[src/rtl/pong_pkg.sv]
`default_nettype none
// ============================================================================
//  Module  : pong_pkg
//  Purpose : Shared constants for the Pong input front end. This includes the
//            key bit positions, the default debounce length, and a helper
//            that sizes the debounce counters.
//  Ports   : none (package)
//  Rev     : 1.0  initial release
// ============================================================================
package pong_pkg;

  // Bit positions of the paddle buttons in iKEY_n / oKEY_n / oPRESS
  localparam int KEY_UP1  = 0;
  localparam int KEY_DN1  = 1;
  localparam int KEY_UP2  = 2;
  localparam int KEY_DN2  = 3;
  localparam int NUM_KEYS = 4;

  // 20 ms at a 25 MHz pixel clock
  localparam int DEBOUNCE_DEFAULT = 500000;

  // Width of a counter that must be able to hold the value 'cycles'
  function automatic int cnt_width(input int cycles);
    return $clog2(cycles + 1);
  endfunction

endpackage
`default_nettype wire

[src/rtl/pong_debounce_ch.sv]
`default_nettype none
// ============================================================================
//  Module  : pong_debounce_ch
//  Purpose : One conditioning channel. The raw input first passes through a
//            synchroniser chain. A new level is accepted only after the
//            synchronised value has differed from the accepted level for
//            DEBOUNCE_CYCLES consecutive cycles. Each accepted change
//            produces a registered one-cycle pulse.
//  Ports   : iVGA_CLK   in  1  clock, rising edge
//            iRST_n     in  1  asynchronous reset, active-low
//            raw        in  1  unsynchronised input
//            level      out 1  accepted (debounced) level
//            fall_pulse out 1  one cycle, coincident with level going 1->0
//            rise_pulse out 1  one cycle, coincident with level going 0->1
//  Rev     : 1.0  initial release
// ============================================================================
module pong_debounce_ch
  import pong_pkg::*;
#(
  parameter int   DEBOUNCE_CYCLES = DEBOUNCE_DEFAULT,
  parameter int   SYNC_STAGES     = 2,
  parameter logic RST_VAL         = 1'b1
) (
  input  logic iVGA_CLK,
  input  logic iRST_n,
  input  logic raw,
  output logic level,
  output logic fall_pulse,
  output logic rise_pulse
);

  localparam int               CNT_W    = cnt_width(DEBOUNCE_CYCLES);
  localparam logic [CNT_W-1:0] CNT_LAST = CNT_W'(DEBOUNCE_CYCLES - 1);

  logic [SYNC_STAGES-1:0] sync_q;
  logic [CNT_W-1:0]       cnt;
  logic                   sync;

  assign sync = sync_q[SYNC_STAGES-1];

  // Synchroniser: raw enters at bit 0 and leaves from the top bit
  always_ff @(posedge iVGA_CLK or negedge iRST_n) begin
    if (!iRST_n) begin
      sync_q <= {SYNC_STAGES{RST_VAL}};
    end else begin
      sync_q <= {sync_q[SYNC_STAGES-2:0], raw};
    end
  end

  // Debounce. Any sample that agrees with the accepted level restarts the
  // count, so a glitch shorter than DEBOUNCE_CYCLES never gets accepted.
  // The pulses are registered together with 'level' so that they line up
  // with the level change.
  always_ff @(posedge iVGA_CLK or negedge iRST_n) begin
    if (!iRST_n) begin
      level      <= RST_VAL;
      cnt        <= '0;
      fall_pulse <= 1'b0;
      rise_pulse <= 1'b0;
    end else begin
      fall_pulse <= 1'b0;
      rise_pulse <= 1'b0;
      if (sync == level) begin
        cnt <= '0;
      end else if (cnt == CNT_LAST) begin
        level      <= sync;
        cnt        <= '0;
        fall_pulse <= ~sync;
        rise_pulse <= sync;
      end else begin
        cnt <= cnt + 1'b1;
      end
    end
  end

endmodule
`default_nettype wire

[src/rtl/pong_input_conditioner.sv]
`default_nettype none
// ============================================================================
//  Module  : pong_input_conditioner
//  Purpose : Conditions the four active-low paddle buttons and the run switch
//            for vga_controller. It debounces each of them and masks the keys
//            while the game is held.
//  Ports   : iVGA_CLK in  1  pixel clock, rising edge
//            iRST_n   in  1  asynchronous reset, active-low
//            iKEY_n   in  4  raw buttons, active-low [0]=up1 [1]=dn1 [2]=up2 [3]=dn2
//            iSW      in  1  raw run switch, 1 = hold, 0 = play
//            oKEY_n   out 4  debounced, masked buttons, active-low
//            oSW      out 1  debounced switch level
//            oPRESS   out 4  one-cycle pulse per accepted press, masked
//            oSW_RISE out 1  one-cycle pulse, game stopped
//            oSW_FALL out 1  one-cycle pulse, game started
//  Rev     : 1.0  initial release
// ============================================================================
module pong_input_conditioner
  import pong_pkg::*;
#(
  parameter int DEBOUNCE_CYCLES = DEBOUNCE_DEFAULT,
  parameter int SYNC_STAGES     = 2
) (
  input  logic                iVGA_CLK,
  input  logic                iRST_n,
  input  logic [NUM_KEYS-1:0] iKEY_n,
  input  logic                iSW,
  output logic [NUM_KEYS-1:0] oKEY_n,
  output logic                oSW,
  output logic [NUM_KEYS-1:0] oPRESS,
  output logic                oSW_RISE,
  output logic                oSW_FALL
);

  logic [NUM_KEYS-1:0] key_level;
  logic [NUM_KEYS-1:0] key_fall;
  logic [NUM_KEYS-1:0] key_rise_unused;   // key releases raise no event
  logic                sw_level;
  logic                sw_rise;
  logic                sw_fall;

  for (genvar k = 0; k < NUM_KEYS; k++) begin : g_key
    pong_debounce_ch #(
      .DEBOUNCE_CYCLES (DEBOUNCE_CYCLES),
      .SYNC_STAGES     (SYNC_STAGES),
      .RST_VAL         (1'b1)
    ) u_key_ch (
      .iVGA_CLK   (iVGA_CLK),
      .iRST_n     (iRST_n),
      .raw        (iKEY_n[k]),
      .level      (key_level[k]),
      .fall_pulse (key_fall[k]),
      .rise_pulse (key_rise_unused[k])
    );
  end

  // The switch resets to 1 so that the game starts out held.
  pong_debounce_ch #(
    .DEBOUNCE_CYCLES (DEBOUNCE_CYCLES),
    .SYNC_STAGES     (SYNC_STAGES),
    .RST_VAL         (1'b1)
  ) u_sw_ch (
    .iVGA_CLK   (iVGA_CLK),
    .iRST_n     (iRST_n),
    .raw        (iSW),
    .level      (sw_level),
    .fall_pulse (sw_fall),
    .rise_pulse (sw_rise)
  );

  // The mask is driven by the switch's own level register. The keys
  // therefore unmask on the same edge that oSW falls. A key press accepted
  // on that edge still produces a pulse. A key that was already held shows
  // up as low with no pulse. Each term here is a channel flop, so no input
  // can reach an output without passing through a register.
  always_comb begin
    oSW      = sw_level;
    oSW_RISE = sw_rise;
    oSW_FALL = sw_fall;
    oKEY_n   = sw_level ? {NUM_KEYS{1'b1}} : key_level;
    oPRESS   = sw_level ? {NUM_KEYS{1'b0}} : key_fall;
  end

endmodule
`default_nettype wire

[config.mk]
export PLATFORM = sky130hd
export DESIGN_NAME = pong_input_conditioner
export DESIGN_NICKNAME = d
export VERILOG_FILES = /design/src/rtl/pong_pkg.sv /design/src/rtl/pong_debounce_ch.sv /design/src/rtl/pong_input_conditioner.sv
export SDC_FILE = /design/constraint.sdc
export NUM_CORES = 1
export LEC_CHECK = 0
export CORE_MARGIN = 2
export CORE_UTILIZATION = 35
export DETAILED_ROUTE_END_ITERATION = 16
export PLACE_DENSITY = 0.57
export SLEW_MARGIN = 15
export SYNTH_ARGS = -nofsm -noshare
export SYNTH_HDL_FRONTEND = slang
export SYNTH_SLANG_ARGS = --single-unit
[constraint.sdc]
create_clock -name iVGA_CLK -period 3.6 [get_ports iVGA_CLK]
set_clock_uncertainty 0.15 [all_clocks]
set_input_delay 0.54 -clock iVGA_CLK [delete_from_list [all_inputs] [get_ports iVGA_CLK]]
set_output_delay 0.54 -clock iVGA_CLK [all_outputs]
set_load 0.05 [all_outputs]
Word level (Yosys, flattened, before mapping)

Index checks and enable logic that the tools add are counted.

Equal/unequal tests: 10
Mux-type cells: 24
$add $sub $neg: 5
Order comparisons: 0
Reduce and logical (&&, ||, !) cells: 5
Multiply operators: 0
Bitwise operators: 10
Shifts and indexed selects: 0
Div/mod/pow operators: 0

Operators by type and width:

| cell                                                             | number |
|---|---|
| 19-bit 2-to-1 mux                                                | 10 |
| 19-bit by 1-bit adder with 19-bit output (second input constant) | 5 |
| 19-bit equality test (second input constant)                     | 5 |
| 1-bit 2-to-1 mux                                                 | 12 |
| 1-bit NOT                                                        | 10 |
| 2-bit AND reduction                                              | 5 |
| 4-bit 2-to-1 mux                                                 | 2 |
| 1-bit equality test                                              | 5 |

Memories kept: 0
Latch bits: 0
Bits in registers: 116
Bits of input ports: 7
Word-level logic and storage cells: 75
Bits in read-only memories: 0
Bits in writable memories: 0

Longest topological paths before layout

Gate-level depths: netlist of the first run.

Depth in word-level cells: 3
Gate-level depth with buffers: 6

Cells and area by module

A second synthesis of the first run with hierarchy kept.

Cell total of the unflattened synthesis: 568
Area total of the unflattened synthesis: 5824.3 um^2

Modules (own cells, without submodules):

| module                 | times used | area an instance (um^2) | cells an instance |
|---|---|---|---|
| pong_debounce_ch       | 5          | 1154.9                  | 112 |
| pong_input_conditioner | 1          | 50.0                    | 8 |

Worst setup path before layout of the first run

Ideal clock, no wire load.

Path type: register to output
From: register u_sw_ch.level
To: output port oPRESS[0]
Slack: 1.547 ns
Path buffers: 1
Cell stages (with the launch flop): 3
Arrival: 1.363 ns
Required time: 2.910 ns
Cells stage by stage: dfstp_2 > clkbuf_1 > nor2b_1

Word-level cells in the longest chain between the ends: 1

RTL lines:

| element                | RTL line                     | source |
|---|---|---|
| start, declared        | pong_debounce_ch.sv:27       | `output logic level,` |
| start signal, assigned | pong_debounce_ch.sv:66       | `level <= sync;` |
| 4-bit 2-to-1 mux       | pong_input_conditioner.sv:81 | `oPRESS = sw_level ? {NUM_KEYS{1'b0}} : key_fall;` |
| end, declared          | pong_input_conditioner.sv:30 | `output logic [NUM_KEYS-1:0] oPRESS,` |

Every way passes these cells.

Worst setup path in the final report of the first run

From: register u_sw_ch.level
To: output port oKEY_n[1]

Word-level cells in the longest chain between the ends: 1

RTL lines:

| element          | RTL line                     | source |
|---|---|---|
| 4-bit 2-to-1 mux | pong_input_conditioner.sv:80 | `oKEY_n = sw_level ? {NUM_KEYS{1'b1}} : key_level;` |
| end, declared    | pong_input_conditioner.sv:28 | `output logic [NUM_KEYS-1:0] oKEY_n,` |

Every way passes these cells.

==> key figures, run 1 <==
Outcome
  – Status: finished, final reports clean

Detailed routing
  – Remaining DRCs: 0
  – First drt pass iteration count: 6
  – Final wirelength: 10.6 mm
  – DRT antenna net count: 0
  – Wire length per cell: 13.3 um
  – Vias: 4053
  – Iteration-0 DRC Markers: 177
  – Vias per std cell: 5.10

Pwr
  – Maximum VDD drop: 327 uV
  – Total chip power: 3350 uW
  – Pwr/cell area: 504 nW/um^2
  – Total leakage power: 0.00258 uW

Logic synthesis
  – Register bit count reported by yosys: 116
  – Mean Syn Cell Area: 10.2 um^2
  – Seq/Total Area, Yosys: 53.0%
  – Post-synth ARST share: 100%
  – Area of the mapped netlist: 5510 um^2
  – Ys Warns: 0
  – Cell variety after synth: 39
  – Synth Flop Type: dfrtp_1
  – Syn Inst Count: 540
  – Post-synth EDFFs: 0
  – Mapped Nets: 552

CTS
  – CTS Sinks: 116
  – CTS tree: done
  – Clk buf depth: 2
  – # resized after CTS: 0
  – Clock Tree Root: clkbuf_16
  – Clock-pin transition on the worst setup and hold timing paths: 0.05 ns
  – CTS H-tree lvls: 4
  – Clock Latency Late Sink: 0.41 ns
  – Cts bufs inserted: 17

Critical path
  – CP delay by family, top: buffers and inverters
  – Critical path depth: 2
  – CP endpoint: oKEY_n[1]
  – Worst path cell trace: or2_2 -> clkdlybuf4s50_1
  – Crit path arrival time: 2.12 ns
  – Req. time, crit path: 2.91 ns
  – Worst-path cell with the longest stage delay: clkdlybuf4s50_1
  – Register-to-register setup slack: 1.32 ns
  – Buf+Inv Stages, Crit Path: 1
  – Reg2Reg Depth: 5
  – Slowest cell delay on critical path: 0.80 ns
  – Crit Path Max Fanout: 13
  – CP Capture Type: output port
  – Crit path kind: reg -> out
  – R2R Path End: u_sw_ch.cnt[18]$_DFF_PN0_
  – FF-to-FF Start: u_sw_ch.cnt[0]$_DFF_PN0_
  – CP startpoint: u_sw_ch.level$_DFFE_PN1P_
  – Crit start category: flop

Place
  – IO buf count: 17
  – DP Wirelength: 7.22 mm
  – GPL Wtd Cong: 0.797

Finish
  – Synth-to-Final Area Change: 20.5%
  – Fill cells: 1516
  – Layout net count: 583
  – Most frequent cells in the layout: 101 x dfrtp_1, 78 x nor2_1, 46 x xnor2_1
  – N_diodes: 0
  – Most common cell after layout, fill and taps aside: dfrtp_1
  – Share of cells above drive strength 1: 13.2%

Floorplan
  – Die Ht: 129 um
  – Number of cell rows: 45
  – Starting density of the core: 36.0%
  – Core area: 15300 um^2
  – Die ar.: 16800 um^2
  – IO Count: 18
  – Die W: 129 um

Global route
  – Vias in the first global route: 4033
  – GR Overflow Total: 0
  – Global Route Usage Sum: 14.0%
  – Pin count of the biggest net entering global routing: 89
  – First-pass GRT wire length: 18.8 mm
  – Initial antenna violation count: 0

Timing
  – RSZ-0062 raised after global routing: false
  – Final Hold Viols: 0
  – Final Max Slew Viols: 0
  – Final setup fails: 0
  – Fin crit share: 78.2%
  – Min Tclk post-route: 2.81 ns
  – Sum Neg Setup Slack: 0 ns
  – Worst Hold Margin: 0.199 ns
  – FMAX: 355 MHz
  – Slew Limit Headroom: 48.0%
  – Slew at the pin closest to its max-slew limit: 0.773 ns

Worst hold path
  – Hold Crit Depth: 0
  – Hold Crit Class: reg -> reg

Flow run
  – Max-cap violations: 0
-- how the worst min path moves through the flow --
| stage | startpoint | to | slack [ns] |
|---|---|---|---|
| detailed placement | g_key[1].u_key_ch.sync_q[0]$_DFF_PN1_ | g_key[1].u_key_ch.sync_q[1]$_DFF_PN1_ | 0.20 |
| floorplan | iRST_n | g_key[0].u_key_ch.cnt[0]$_DFF_PN0_ | 0.09 |
| global placement | g_key[1].u_key_ch.sync_q[0]$_DFF_PN1_ | g_key[1].u_key_ch.sync_q[1]$_DFF_PN1_ | 0.20 |
| global route | g_key[3].u_key_ch.sync_q[0]$_DFF_PN1_ | g_key[3].u_key_ch.sync_q[1]$_DFF_PN1_ | 0.21 |
| finish | g_key[1].u_key_ch.sync_q[0]$_DFF_PN1_ | g_key[1].u_key_ch.sync_q[1]$_DFF_PN1_ | 0.20 |
| CTS | g_key[1].u_key_ch.sync_q[0]$_DFF_PN1_ | g_key[1].u_key_ch.sync_q[1]$_DFF_PN1_ | 0.20 |
-- report_power, final --
group | switching [uW] | total [uW] | internal [uW] | leakage [uW]
Sequential | 20.1 | 1350 | 1330 | 0.00156
Clock | 585 | 1920 | 1330 | 0.000321
Combinational | 53.2 | 80.5 | 27.2 | 0.000706
-- logic make-up (layout without fill, tap and decap cells) --
| group | count (synthesis) | after routing | synth area share (%) |
|---|---|---|---|
| muxes | 5 | 5 | 1.02 |
| xor gates and xnor gates | 71 | 71 | 11.3 |
| AOI/OAI and AO/OA | 43 | 43 | 4.81 |
| adders and majority gates | 5 | 5 | 1.14 |
| and+or+nand+nor | 275 | 275 | 26.9 |
| DFF | 116 | 116 | 53.0 |
| buffers and inverters | 25 | 69 | 1.79 |
-- layer usage --
layer / routed length [um] / GRT usage, % / share of wire, %
met1: 5100 / 18.4 / 48
met2: 4890 / 21.8 / 46
met4: 184 / 5.95 / 1.7
met3: 414 / 4.00 / 3.9
met5: 0 / 0 / 0
-- registers in the layout, summed over array words and instances (netlist names) --
register,flops
u_sw_ch.level,1
g_key.u_key_ch.sync_q,8
u_sw_ch.rise_pulse,1
u_sw_ch.fall_pulse,1
g_key.u_key_ch.level,4
u_sw_ch.sync_q,2
g_key.u_key_ch.fall_pulse,4
u_sw_ch.cnt,19
g_key.u_key_ch.cnt,76
-- what timing repair did --
| item | 4_1_cts | 5_1_grt |
|---|---|---|
| hold buffers | 1 | 0 |
| setup endpoints to repair | 0 | 0 |
| setup buffers | 0 | 0 |
| endpoints found under the hold margin | 22 | 0 |
-- synth_stat cells, types with 5 or more instances --
cell type  count  area share (%)
a21oi_1       19             1.7
and3_1        11             1.2
and4_1         5            0.79
clkbuf_1       8            0.54
dfrtp_1      101              46
dfstp_2       15             7.2
ha_1           5             1.1
inv_1         13            0.89
mux2_2         5             1.0
nand2_1       26             1.8
nand3_1       32             2.9
nand4_1       30             3.4
nor2_1        78             5.3
nor3_1        15             1.4
nor3b_1        8             1.1
nor4_1        16             1.8
o21ai_0        9            0.82
o31ai_1        6            0.82
or2_2          8            0.91
or3_1         13             1.5
or4_1          9             1.2
xnor2_1       46             7.3
xor2_1        25             4.0
-- per-stage QoR --
| step | setup WS (ns) | std cells | utilization, % | instance area, um^2 |
|---|---|---|---|---|
| after floorplan | 1.55 | 540 | - | 5510 |
| after global placement | 1.17 | 762 | 38.8 | 5950 |
| after detailed placement | 1.21 | 762 | 38.8 | 5950 |
| after CTS | 0.751 | 795 | 43.4 | 6640 |
| after global routing | 0.699 | 795 | 43.4 | 6640 |
| final | 0.786 | 795 | 43.4 | 6640 |
-- area by class of cell --
class                   instances  area, um^2  area share [%]
repair buffers                 24         235            3.54
multi-input cells             399        2490            37.5
clock buffers                  19         453            6.82
well taps                     211         264            3.98
flip-flops and latches        116        2920            44.0
clock inverters                13         229            3.45
inverters                      13        48.8           0.735
No activity file was read; power rests on OpenSTA's default activity.
==> run 2, diff against run 1 <==
--- a/config.mk
+++ b/config.mk
@@ -8,7 +8,7 @@
 export CORE_MARGIN = 2
 export CORE_UTILIZATION = 35
 export DETAILED_ROUTE_END_ITERATION = 16
-export PLACE_DENSITY = 0.57
+export PLACE_DENSITY = 0.59
 export SLEW_MARGIN = 15
 export SYNTH_ARGS = -nofsm -noshare
 export SYNTH_HDL_FRONTEND = slang
==> constraint.sdc (replaced) <==
create_clock -name iVGA_CLK -period 2.4 [get_ports iVGA_CLK]
set_clock_uncertainty 0.15 [all_clocks]
set_input_delay 0.36 -clock iVGA_CLK [delete_from_list [all_inputs] [get_ports iVGA_CLK]]
set_output_delay 0.36 -clock iVGA_CLK [all_outputs]
set_load 0.05 [all_outputs]
==> run 2 against run 1 <==
Against the previous run: die area unchanged; total power rose by 41%; critical path depth up 2; largest power group unchanged; highest routed layer unchanged.
==> key figures, run 2 (synthesized netlist as in run 1, its figures left out) <==
Outcome
  – Status: finished, final reports clean (unchanged)

Timing
  – Final Max Slew Viols: 0 (unchanged)
  – Final setup fails: 0 (unchanged)
  – Min Tclk post-route: 2.16 ns
  – Slew Limit Headroom: 57.2% (was 48.0%)
  – Final worst slack: 0.243 ns (was 0.786 ns)
  – Final Hold Viols: 0 (unchanged)
  – RSZ-0062 raised after global routing: false (unchanged)
  – Fin crit share: 89.9%
  – Sum Neg Setup Slack: 0 ns (unchanged)
  – Slew at the pin closest to its max-slew limit: 0.636 ns (was 0.773 ns)
  – FMAX: 464 MHz

Floorplan
  – Die ar.: 16800 um^2 (unchanged)
  – Die Ht: 129 um (unchanged)
  – IO Count: 18 (unchanged)
  – Core area: 15300 um^2 (unchanged)
  – Starting density of the core: 36.0% (unchanged)
  – Die W: 129 um (unchanged)
  – Number of cell rows: 45 (unchanged)

Pwr
  – Maximum VDD drop: 523 uV (was 327 uV)
  – Pwr/cell area: 715 nW/um^2 (was 504 nW/um^2)
  – Total leakage power: 0.00262 uW (was 0.00258 uW)

Critical path
  – Crit path arrival time: 2.34 ns (was 2.12 ns)
  – Crit Path Max Fanout: 7 (was 13)
  – CP Capture Type: flop (was output port)
  – Crit start category: flop (unchanged)
  – Req. time, crit path: 2.58 ns (was 2.91 ns)
  – Crit path kind: reg -> reg (was reg -> out)

Detailed routing
  – Final wirelength: 11.0 mm (was 10.6 mm)
  – Vias per std cell: 5.10 (about the same)
  – Remaining DRCs: 0 (unchanged)
  – First drt pass iteration count: 5 (was 6)
  – Wire length per cell: 13.7 um (was 13.3 um)
  – Iteration-0 DRC Markers: 279 (was 177)
  – Vias: 4099 (was 4053)
  – DRT antenna net count: 0 (unchanged)

Finish
  – N_diodes: 0 (unchanged)
  – Share of cells above drive strength 1: 15.2% (was 13.2%)
  – Area of the multi-input gates: 2490 um^2 (unchanged)
  – Synth-to-Final Area Change: 20.1% (was 20.5%)
  – Largest regs: g_key.u_key_ch.cnt (76), u_sw_ch.cnt (19), g_key.u_key_ch.sync_q (8) (unchanged)
  – Layout net count: 592 (was 583)
  – Most common cell after layout, fill and taps aside: dfrtp_1 (unchanged)
  – Fill cells: 1508 (was 1516)
  – Most frequent cells in the layout: 101 x dfrtp_1, 78 x nor2_1, 46 x xnor2_1 (unchanged)
  – Sequential Area: 2920 um^2 (unchanged)
  – Reg with most FFs: g_key.u_key_ch.cnt (unchanged)
  – Max reg flops: 76 (unchanged)

CTS
  – Cts bufs inserted: 17 (unchanged)
  – Clock Tree Root: clkbuf_16 (unchanged)
  – Number of setup buffers added after CTS: 0 (unchanged)
  – CTS H-tree lvls: 4 (unchanged)
  – CTS Sinks: 116 (unchanged)
  – Clk buf depth: 2 (unchanged)
  – CTS tree: done (unchanged)
  – Clock Latency Late Sink: 0.40 ns (was 0.41 ns)
  – Clock-pin transition on the worst setup and hold timing paths: 0.06 ns (was 0.05 ns)

Flow run
  – Max-cap violations: 0 (unchanged)

Global route
  – First-pass GRT wire length: 19.7 mm (was 18.8 mm)
  – Pin count of the biggest net entering global routing: 66 (was 89)
  – Initial antenna violation count: 0 (unchanged)
  – Global Route Usage Sum: 14.7% (was 14.0%)
  – Vias in the first global route: 4092 (was 4033)
  – GR Overflow Total: 0 (unchanged)

Place
  – Pre-CTS WS: 0.253 ns (was 1.21 ns)
  – GPL Wtd Cong: 0.852 (was 0.797)
  – IO buf count: 17 (unchanged)
  – DP Wirelength: 7.55 mm (was 7.22 mm)

Worst hold path
  – Hold Crit Class: reg -> reg (unchanged)
run 2: cell types whose count changed in the layout (fill, tap and decap cells not counted):
cell / delta
clkinv_2: +1
clkdlybuf4s50_1: -9
dlygate4sd2_1: +4
clkinv_4: +1
clkinvlp_4: -1
inv_6: +1
buf_4: +14
bufinv_16: -3
clkbuf_1: +1
run 2: worst max-delay path, stage by stage, from the launching register on:
cell and delay, ns:
dfrtp_1 0.45, nand4_2 0.19, or4_1 0.63, or4_1 0.51, a21oi_1 0.15
run 2: metal layers:
layer	GRT usage (%)	routed length [um]	up-vias
met5	0	0	-
met4	3.98	49	0
met3	4.58	401	5
met2	23.3	5200	48
met1	19.6	5390	2039
li1	-	-	2007
run 2: cell type report:
class / instances / area share (%)
clock buffer: 20 / 6.90
clock inverter: 12 / 2.32
inverter: 13 / 0.737
multi-input combinational: 399 / 37.6
sequential: 116 / 44.1
tap: 211 / 3.99
timing repair buffer: 33 / 4.31
run 2: final timing paths:
path	startpoint	to	slack, ns	cells after the start
min in group asynchronous	iRST_n	g_key[2].u_key_ch.fall_pulse$_DFF_PN0_	0.27	2
max	g_key[0].u_key_ch.cnt[5]$_DFF_PN0_	g_key[0].u_key_ch.cnt[17]$_DFF_PN0_	0.24	4
max reg2reg	g_key[0].u_key_ch.cnt[5]$_DFF_PN0_	g_key[0].u_key_ch.cnt[17]$_DFF_PN0_	0.24	4
min reg2reg	g_key[1].u_key_ch.sync_q[0]$_DFF_PN1_	g_key[1].u_key_ch.sync_q[1]$_DFF_PN1_	0.20	0
min	g_key[1].u_key_ch.sync_q[0]$_DFF_PN1_	g_key[1].u_key_ch.sync_q[1]$_DFF_PN1_	0.20	0
max in group asynchronous	iRST_n	g_key[2].u_key_ch.level$_DFFE_PN1P_	1.11	3
run 2: timing repair:
item                                    in CTS  in global routing
endpoints found under the setup margin       4                  0
gates resized for setup                      4                  0
hold endpoints to repair                    24                  0
hold buffers                                 1                  0
run 2: stage by stage:
stage	power [uW]	hold slack [ns]	instance area, um^2	std cells	util (%)
floorplan	2100	-0.0856	5510	540	-
global placement	2180	0.152	6000	771	39.2
detailed placement	2190	0.155	6000	771	39.2
CTS	4790	0.189	6620	804	43.2
global route	4910	0.196	6620	804	43.2
finish	4730	0.204	6620	804	43.2
run 2: power breakdown:
part / internal (uW) / switching [uW] / leakage [uW] / total, uW
Clock: 1690 / 893 / 0.000292 / 2580
Combinational: 45.7 / 82.5 / 0.000776 / 128
Sequential: 1990 / 30.9 / 0.00156 / 2020
Total: 3730 / 1010 / 0.00262 / 4730
==> run 3, diff against run 2 <==
--- a/config.mk
+++ b/config.mk
@@ -5,6 +5,7 @@
 export SDC_FILE = /design/constraint.sdc
 export NUM_CORES = 1
 export LEC_CHECK = 0
+export CAP_MARGIN = 20
 export CORE_MARGIN = 2
 export CORE_UTILIZATION = 35
 export DETAILED_ROUTE_END_ITERATION = 16
==> results of run 3 <==
The final DEF is identical to that of run 2; final timing and power are the same.
